$ cat config.mk
export PLATFORM = sky130hd
export DESIGN_NAME = fetch_unit
export DESIGN_NICKNAME = d
export VERILOG_FILES = /design/src/rtl/fetch_unit.sv
export SDC_FILE = /design/constraint.sdc
export NUM_CORES = 1
export LEC_CHECK = 0
export BUFFER_PORTS_ARGS = -buffer_cell sky130_fd_sc_hd__clkbuf_2
export CAP_MARGIN = 15
export CELL_PAD_IN_SITES_DETAIL_PLACEMENT = 1
export CELL_PAD_IN_SITES_GLOBAL_PLACEMENT = 1
export CORE_UTILIZATION = 39
export CTS_CLUSTER_SIZE = 25
export DETAILED_ROUTE_END_ITERATION = 8
export MAX_ROUTING_LAYER = met4
export PLACE_DENSITY_LB_ADDON = 0.1
export SLEW_MARGIN = 20
export SYNTH_ARGS = -nofsm -noshare
export SYNTH_HDL_FRONTEND = slang
export SYNTH_SLANG_ARGS = --single-unit
$ cat constraint.sdc
create_clock -name clk -period 3 [get_ports clk]
set_input_delay 0.6 -clock clk [delete_from_list [all_inputs] [get_ports clk]]
set_output_delay 0.6 -clock clk [all_outputs]
set_load 0.01 [all_outputs]
$ cat src/rtl/fetch_unit.sv
// Instruction fetch stage: owns the PC, issues single-outstanding word reads and
// pushes returned words into the downstream two-entry queue, squashing on redirect.
module fetch_unit #(
    parameter logic [31:0] RESET_PC    = 32'h0000_0000,
    parameter int          QUEUE_DEPTH = 2
) (
    input  logic        clk,
    input  logic        rst_n,
    input  logic        branch_valid,
    input  logic [31:0] branch_target,
    input  logic        deq,
    output logic        imem_req,
    output logic [31:0] imem_addr,
    input  logic [31:0] imem_rdata,
    input  logic        imem_rvalid,
    output logic [31:0] instr_out,
    output logic        enqueue,
    output logic [31:0] pc_out,
    output logic        flush
);

    localparam logic [1:0] IDLE  = 2'd0;
    localparam logic [1:0] WAIT  = 2'd1;
    localparam logic [1:0] DRAIN = 2'd2;

    localparam logic [2:0] DEPTH = 3'(QUEUE_DEPTH);

    logic [1:0]  state_q, state_d;
    logic [31:0] pc_q, pc_d;
    logic [31:0] req_pc_q, req_pc_d;
    logic [2:0]  slots_q, slots_d;
    logic        enq_q, enq_d;
    logic        flush_q, flush_d;
    logic [31:0] instr_q, instr_d;
    logic [31:0] pc_out_q, pc_out_d;

    logic        in_flight_s;
    logic        issue_s;
    logic        deq_ok_s;
    logic        drain_done_s;

    // Issue / slot bookkeeping qualifiers; slots also count the in-flight reservation
    always_comb begin
        in_flight_s  = (state_q == WAIT) || (state_q == DRAIN);
        issue_s      = rst_n && (state_q == IDLE) && (slots_q < DEPTH) && !branch_valid;
        drain_done_s = (state_q == DRAIN) && imem_rvalid;
        deq_ok_s     = deq && !branch_valid && (slots_q != 3'd0)
                       && !((slots_q == 3'd1) && in_flight_s);
    end

    // Next-state logic: redirect has priority over every state transition
    always_comb begin
        state_d  = state_q;
        pc_d     = pc_q;
        req_pc_d = req_pc_q;
        slots_d  = slots_q;
        enq_d    = 1'b0;
        flush_d  = 1'b0;
        instr_d  = instr_q;
        pc_out_d = pc_out_q;
        if (branch_valid) begin
            pc_d    = branch_target & ~32'h0000_0003;
            flush_d = 1'b1;
            // A response still owed by memory keeps its slot until it drains
            if (in_flight_s && !imem_rvalid) begin
                slots_d = 3'd1;
                state_d = DRAIN;
            end else begin
                slots_d = 3'd0;
                state_d = IDLE;
            end
        end else begin
            case (state_q)
                IDLE: begin
                    if (issue_s) begin
                        req_pc_d = pc_q;
                        pc_d     = pc_q + 32'd4;
                        state_d  = WAIT;
                    end else begin
                        state_d  = IDLE;
                    end
                end
                WAIT: begin
                    if (imem_rvalid) begin
                        enq_d    = 1'b1;
                        instr_d  = imem_rdata;
                        pc_out_d = req_pc_q;
                        state_d  = IDLE;
                    end else begin
                        state_d  = WAIT;
                    end
                end
                DRAIN: begin
                    if (imem_rvalid) begin
                        state_d = IDLE;
                    end else begin
                        state_d = DRAIN;
                    end
                end
                default: begin
                    state_d = IDLE;
                end
            endcase
            slots_d = slots_q + {2'b00, issue_s} - {2'b00, drain_done_s} - {2'b00, deq_ok_s};
        end
    end

    // State and output registers
    always_ff @(posedge clk or negedge rst_n) begin
        if (!rst_n) begin
            state_q  <= IDLE;
            pc_q     <= RESET_PC;
            req_pc_q <= 32'h0000_0000;
            slots_q  <= 3'd0;
            enq_q    <= 1'b0;
            flush_q  <= 1'b0;
            instr_q  <= 32'h0000_0000;
            pc_out_q <= 32'h0000_0000;
        end else begin
            state_q  <= state_d;
            pc_q     <= pc_d;
            req_pc_q <= req_pc_d;
            slots_q  <= slots_d;
            enq_q    <= enq_d;
            flush_q  <= flush_d;
            instr_q  <= instr_d;
            pc_out_q <= pc_out_d;
        end
    end

    assign imem_req  = issue_s;
    assign imem_addr = pc_q;
    assign enqueue   = enq_q;
    assign instr_out = instr_q;
    assign pc_out    = pc_out_q;
    assign flush     = flush_q;

endmodule
==> out/qor.yml, run 1 <==
critical_path:
  crit_type: "register to output port"
  crit_required_ns: 2.40
  worstSetupEndpointType: "output port"
  arrival_ns: 2.04
  cp_max_fo: 30
  start_kind: "register"
cts:
  cts-resized-gates: 0
  cts_max_level: 4
  holdBufCountCts: 0
  clk_pin_slew_ns: 0.05
  cts-root-buf: "clkbuf_16"
  cts.sinks: 129
  cts_setup_buffers: 0
  clk_path_buf_depth: 2
  clk_latency_ns: 0.41
  cts_tree: "built"
  cts_buffers: 17
pwr:
  powerDensity_nw_per_um2: 912
  peakVddDrop_uv: 341
  leakage_nw: 3.68
die:
  ios: 168
  die-height_um: 122
  die_area_sq_um: 14800
  die_w_um: 122
  rows: 43
  start_util_pct: 40.1
  core_area_sq_um: 13900
yosys:
  avgSynthCellArea_sq_um: 9.98
  synth_area_leaders: "dfrtp_1, nand2_1, mux2_2"
  ys_types: 41
  synth_edf_count: 0
  yosysSeqAreaShare_pct: 57.7
  yosys.area.top_type: "dfrtp_1"
  async_flop_share_pct: 100
  syn_inst: 560
  synth_top_cell_area_share_pct: 57.7
  netlist_area_sq_um: 5590
  ys_warn_count: 0
  synth-seq-cells: 129
  synth-main-ff-cell: "dfrtp_1"
sta:
  hold_viol: 0
  tightest_slew_ns: 0.702
  period_share_pct: 87.9
  final-setup-viol-count: 0
  finalClockSkew_ns: 0.00555
  finalCriticalPeriod_ns: 2.64
  fmax_mhz: 379
  tns_ns: 0
  maxSlewViolCount: 0
  max_slew_margin_pct: 52.9
  rsz0062_at_grt: "no"
grt:
  grt_pass1_vias: 4677
  grt_max_degree: 80
  antenna_found_initial: 0
  grt_pass1_wl_um: 23500
  grt_usage_pct: 21.5
  gr-total-overflow: 0
routing:
  drcViolationCount: 0
  vias_per_cell: 4.84
  ant_nets: 0
  dr.pass1.iters: 4
  finalWirelength_um: 14100
  drtIter0Drc: 189
  wire_per_inst_um: 15.5
  dr_total_vias: 4423
placed_design:
  gp_congestion: 0.746
  portBuffers: 161
  place_inst: 881
  hpwlAfterDp_um: 9710
status:
  status: "finished clean"
layout:
  num-fill-cells: 1593
  layout-drive-gt1-share_pct: 33.0
  fin_cells: 913
  diodes: 0
  syn2layout_area_growth_pct: 27.4
  nNetsFinal: 798
  final_util_pct: 51.1
  final_cell_mix: "nand2_1, clkbuf_2, dfrtp_1"
  final_common_cell: "nand2_1"
job:
  drv_cap: 0
min_path:
  hold_path_class: "input port to asynchronous set/reset pin"
[worst max-delay path, stage by stage, from the launching register on]
cell	delay, ns
dfrtp_1	0.41
inv_1	0.09
ha_1	0.18
nand4bb_1	0.19
nor2_4	0.13
buf_4	0.41
clkbuf_2	0.22
[final timing paths]
path,slack (ns),depth (start not counted),endpoint,startpoint
min in group clk,0.37,3,instr_out[10]$_DFFE_PN0P_,imem_rdata[10]
hold reg to reg,0.47,2,pc_out[7]$_DFFE_PN0P_,req_pc_q[7]$_DFFE_PN0P_
hold / removal,0.31,2,pc_out[31]$_DFFE_PN0P_,rst_n
max in group asynchronous,1.53,3,imem_addr[28]$_DFFE_PN0P_,rst_n
setup reg to reg,0.57,10,slots_q[1]$_DFF_PN0_,state_q[0]$_DFF_PN0_
setup / recovery,0.36,6,imem_req,state_q[0]$_DFF_PN0_
[layout make-up]
type	instances	area, sq um	area share [%]
Sequential cell	129	3230	45.3
Inverter	10	40.0	0.562
Tap cell	180	225	3.16
Clock inverter	10	85.1	1.19
Multi-Input combinational cell	394	2200	30.9
Clock buffer	22	474	6.66
Timing Repair Buffer	168	868	12.2
[synthesized netlist by cell type, types with 2 or more instances]
library cell / number
xor2_1: 19
clkbuf_1: 18
o21ai_0: 15
nor2b_1: 3
inv_1: 9
o21ai_2: 2
nor2_1: 10
buf_2: 6
ha_1: 8
and3_1: 3
dfrtp_1: 129
nand4_1: 9
mux2_2: 32
nor4_1: 2
nor4_4: 2
and2_1: 3
buf_4: 4
o21ai_1: 11
nor3_1: 4
nand2_1: 226
xnor2_1: 11
nand3_1: 15
[state kept, by name (all words and copies together) (netlist names)]
signal	flops
pc_out	30
enqueue	1
instr_out	32
state_q	2
req_pc_q	30
flush	1
imem_addr	30
slots_q	3
[stage by stage]
| step | setup WS [ns] | power, mW | cell area (sq um) | hold WS, ns |
|---|---|---|---|---|
| after floorplan | 0.366 | 3.83 | 5600 | 0.304 |
| after global placement | 0.618 | 4.52 | 6560 | 0.440 |
| after detailed placement | 0.580 | 4.64 | 6560 | 0.452 |
| after CTS | 0.312 | 6.60 | 7120 | 0.363 |
| after global routing | 0.215 | 6.94 | 7120 | 0.370 |
| final | 0.362 | 6.49 | 7120 | 0.309 |
[power by group]
| part | leakage (nW) | internal [mW] | total, mW | switching [mW] |
|---|---|---|---|---|
| Sequential | 1.61 | 2.38 | 2.78 | 0.399 |
| Combinational | 1.80 | 0.809 | 1.78 | 0.969 |
| Clock | 0.268 | 1.20 | 1.93 | 0.737 |
| Total | 3.68 | 4.39 | 6.49 | 2.10 |
[logic make-up (layout without fill, tap and decap cells)]
| group | count (synthesis) | after routing | synth area share (%) |
|---|---|---|---|
| other | 1 | 4 | 0.0671 |
| adder cells (fa/ha/maj) | 9 | 9 | 2.15 |
| XOR/XNOR | 30 | 30 | 4.70 |
| AO/OA/AOI/OAI | 33 | 33 | 3.31 |
| AND/OR/NAND/NOR | 285 | 285 | 22.2 |
| multiplexers | 33 | 33 | 6.62 |
| buffers and inverters | 40 | 210 | 3.22 |
| flip-flops | 129 | 129 | 57.7 |
[per-layer routing]
metal	part of all wire [%]	vias up	global-route usage, %
met5	0	-	-
met4	1.8	0	8.10
met3	4.1	19	4.92
met2	50	103	34.8
met1	45	2172	26.1
li1	-	2129	-
Note: power is estimated with default switching activity, not from simulation.
==> run 2: changes to the inputs <==
Settings changed: CELL_PAD_IN_SITES_DETAIL_PLACEMENT 1 to not set, CELL_PAD_IN_SITES_GLOBAL_PLACEMENT 1 to not set, CORE_UTILIZATION 39 to 50, PLACE_DENSITY set to 0.78, PLACE_DENSITY_LB_ADDON 0.1 to not set.
==> run 2 against run 1 <==
  * Global-route usage up 3.2 points
  * Sequential share of layout area increased by 0.080 points
  * Wire length is 7.9% lower
  * Final area down 0.18%
  * Worst setup slack got worse by 0.11 ns
  * Combinational power is essentially flat
  * Final cell count down 4.4%
  * Sequential power about the same
  * Fmax shrank 3.9%
  * Clock skew increased by 0.0015 ns
  * Core utilization is 14 points higher
==> out/qor.yml, run 2 (synthesis results as in run 1) <==
routing:
  wire_per_inst_um: 14.9  # -3.7%
  drcViolationCount: 0  # unchanged
  dr_total_vias: 4405  # -0.41%
  ant_nets: 0  # unchanged
  finalWirelength_um: 13000  # -7.9%
  drtIter0Drc: 224  # +19%
  dr.pass1.iters: 4  # unchanged
  vias_per_cell: 5.05  # +4.2%
critical_path:
  arrival_ns: 2.14  # +0.10 ns
  crit_required_ns: 2.40  # about the same
  r2r-start: "state_q[0]$_DFF_PN0_"
  reg2reg_depth: 10  # unchanged
  reg2reg_to: "slots_q[0]$_DFF_PN0_"
  worstSetupEndpointType: "output port"
  max_stage_delay_ns: 0.40  # about the same
  start_kind: "register"
  reg2reg_slack_ns: 0.57  # about the same
  crit_slowest_cell: "dfrtp_1"
  endpoint: "imem_req"
  cp_max_fo: 30  # unchanged
  crit_chain: "inv_1, ha_1, nand4bb_1, nor2_4, buf_4, clkbuf_2"
  startpoint: "state_q[1]$_DFF_PN0_"
  crit_type: "register to output port"
sta:
  final-setup-viol-count: 0  # unchanged
  tns_ns: 0  # unchanged
  maxSlewViolCount: 0  # unchanged
  finalClockSkew_ns: 0.00709  # +0.00153 ns
  max_slew_margin_pct: 39.8  # -13 points
  tightest_slew_ns: 0.904  # +0.202 ns
  fmax_mhz: 364  # -3.9%
  whs_ns: 0.281  # -0.0284 ns
  rsz0062_at_grt: "no"
  period_share_pct: 91.5  # +3.5 points
  hold_viol: 0  # unchanged
  finalCriticalPeriod_ns: 2.74  # +0.106 ns
layout:
  layout-drive-gt1-share_pct: 33.0  # unchanged
  num-fill-cells: 902  # -43%
  multi_input_area_sq_um: 2200  # unchanged
  nNetsFinal: 801  # +0.38%
  fin_cells: 873  # -4.4%
  largest_reg_flops: 32  # unchanged
  fin_area_sq_um: 7110  # -0.18%
  final_common_cell: "nand2_1"
  diodes: 0  # unchanged
  final_cell_mix: "nand2_1, clkbuf_2, dfrtp_1"
  seqCellArea_sq_um: 3230  # unchanged
  syn2layout_area_growth_pct: 27.2
pwr:
  power.share.clock_pct: 30.1  # +0.3 points
  pwr-share-comb_pct: 27.3  # about the same
  powerDensity_nw_per_um2: 916  # +0.46%
  total_power_mw: 6.51  # +0.29%
  peakVddDrop_uv: 463  # +36%
  intPower_mw: 4.48  # +2.0%
  p_sw_mw: 2.03  # -3.4%
  leakage_nw: 3.71  # +0.75%
  pwr-share-seq_pct: 42.7  # -0.2 points
  switching_share_pct: 31.2  # -1.2 points
grt:
  grt_pass1_wl_um: 21100  # -10%
  grt_max_degree: 73  # -8.8%
  grt_pass1_vias: 4349  # -7.0%
  gr-total-overflow: 0  # unchanged
  antenna_found_initial: 0  # unchanged
  grt_usage_pct: 24.6  # +3.2 points
cts:
  cts.sinks: 129  # unchanged
  clk_latency_ns: 0.51  # +0.10 ns
  clk_path_buf_depth: 2  # unchanged
  cts_max_level: 4  # unchanged
  cts-resized-gates: 0  # unchanged
  cts_tree: "built"
  cts_setup_buffers: 0  # unchanged
  cts-root-buf: "clkbuf_8"
  clk_pin_slew_ns: 0.06  # about the same
  holdBufCountCts: 0  # unchanged
  cts_buffers: 17  # unchanged
placed_design:
  hpwlAfterDp_um: 8900  # -8.3%
  portBuffers: 161  # unchanged
  dpl_cell_area_sq_um: 6540  # -0.27%
  place_inst: 844  # -4.2%
  gp_congestion: 0.824  # +11%
die:
  start_util_pct: 51.3  # +11 points
  die-height_um: 108  # -11%
  die_w_um: 108  # -11%
  ios: 168  # unchanged
  die_area_sq_um: 11600  # -22%
  core_area_sq_um: 10900  # -22%
  rows: 38  # -12%
job:
  drv_cap: 0  # unchanged
status:
  status: "finished clean"
min_path:
  hold_path_class: "input port to register"
[run 2: changes by cell type in the layout (fill, tap and decap cells not counted), moves of 3 or more]
cell and delta:
buf_4 +3, clkinv_2 -3, clkinvlp_4 -3, clkbuf_8 +3
[run 2: metal layers]
layer  up-vias  global-route usage, %  part of all wire (%)
met1      2116                   30.8                    43
li1       2121                      -                     -
met4         0                   9.49                   1.8
met3        22                   5.93                   5.8
met2       146                   38.9                    50
met5         -                      -                     0
[run 2: final cells by class]
cell class              instances  share of cell area, %
flip-flops and latches        129                   45.4
multi-input cells             394                   31.0
repair buffers                171                   12.7
clock buffers                  24                   6.90
well taps                     140                   2.46
clock inverters                 5                   1.09
inverters                      10                  0.528
[run 2: stage by stage]
stage	utilization, %	worst slack, ns
after floorplan	-	0.366
after global placement	60.1	0.647
after detailed placement	60.1	0.581
after CTS	65.3	0.253
after global routing	65.3	0.116
final	65.3	0.256
[run 2: power groups by stage]
stage | clock, mW | combinational [mW] | sequential [mW]
2_1_floorplan | 0 | 0.889 | 2.94
3_3_place_gp | 0 | 1.72 | 2.76
3_5_place_dp | 0 | 1.79 | 2.80
4_1_cts | 1.99 | 1.81 | 2.78
5_1_grt | 2.07 | 2.00 | 2.86
6_report | 1.96 | 1.78 | 2.78
[run 2: worst min path at each step]
stage	from	end	cells past startpoint
2_1_floorplan	rst_n	enqueue$_DFF_PN0_	0
3_3_place_gp	req_pc_q[15]$_DFFE_PN0P_	pc_out[15]$_DFFE_PN0P_	2
6_report	imem_rdata[31]	instr_out[31]$_DFFE_PN0P_	3
5_1_grt	imem_rvalid	state_q[1]$_DFF_PN0_	2
4_1_cts	imem_rvalid	state_q[1]$_DFF_PN0_	2
3_5_place_dp	req_pc_q[27]$_DFFE_PN0P_	pc_out[27]$_DFFE_PN0P_	2
[run 2: worst max-delay path: cells and delay by family (launching register included)]
kind                       cells  cell delay, ns
buffers and inverters          3            0.72
DFF                            1            0.40
and+or+nand+nor                2            0.32
adders and majority gates      1            0.17
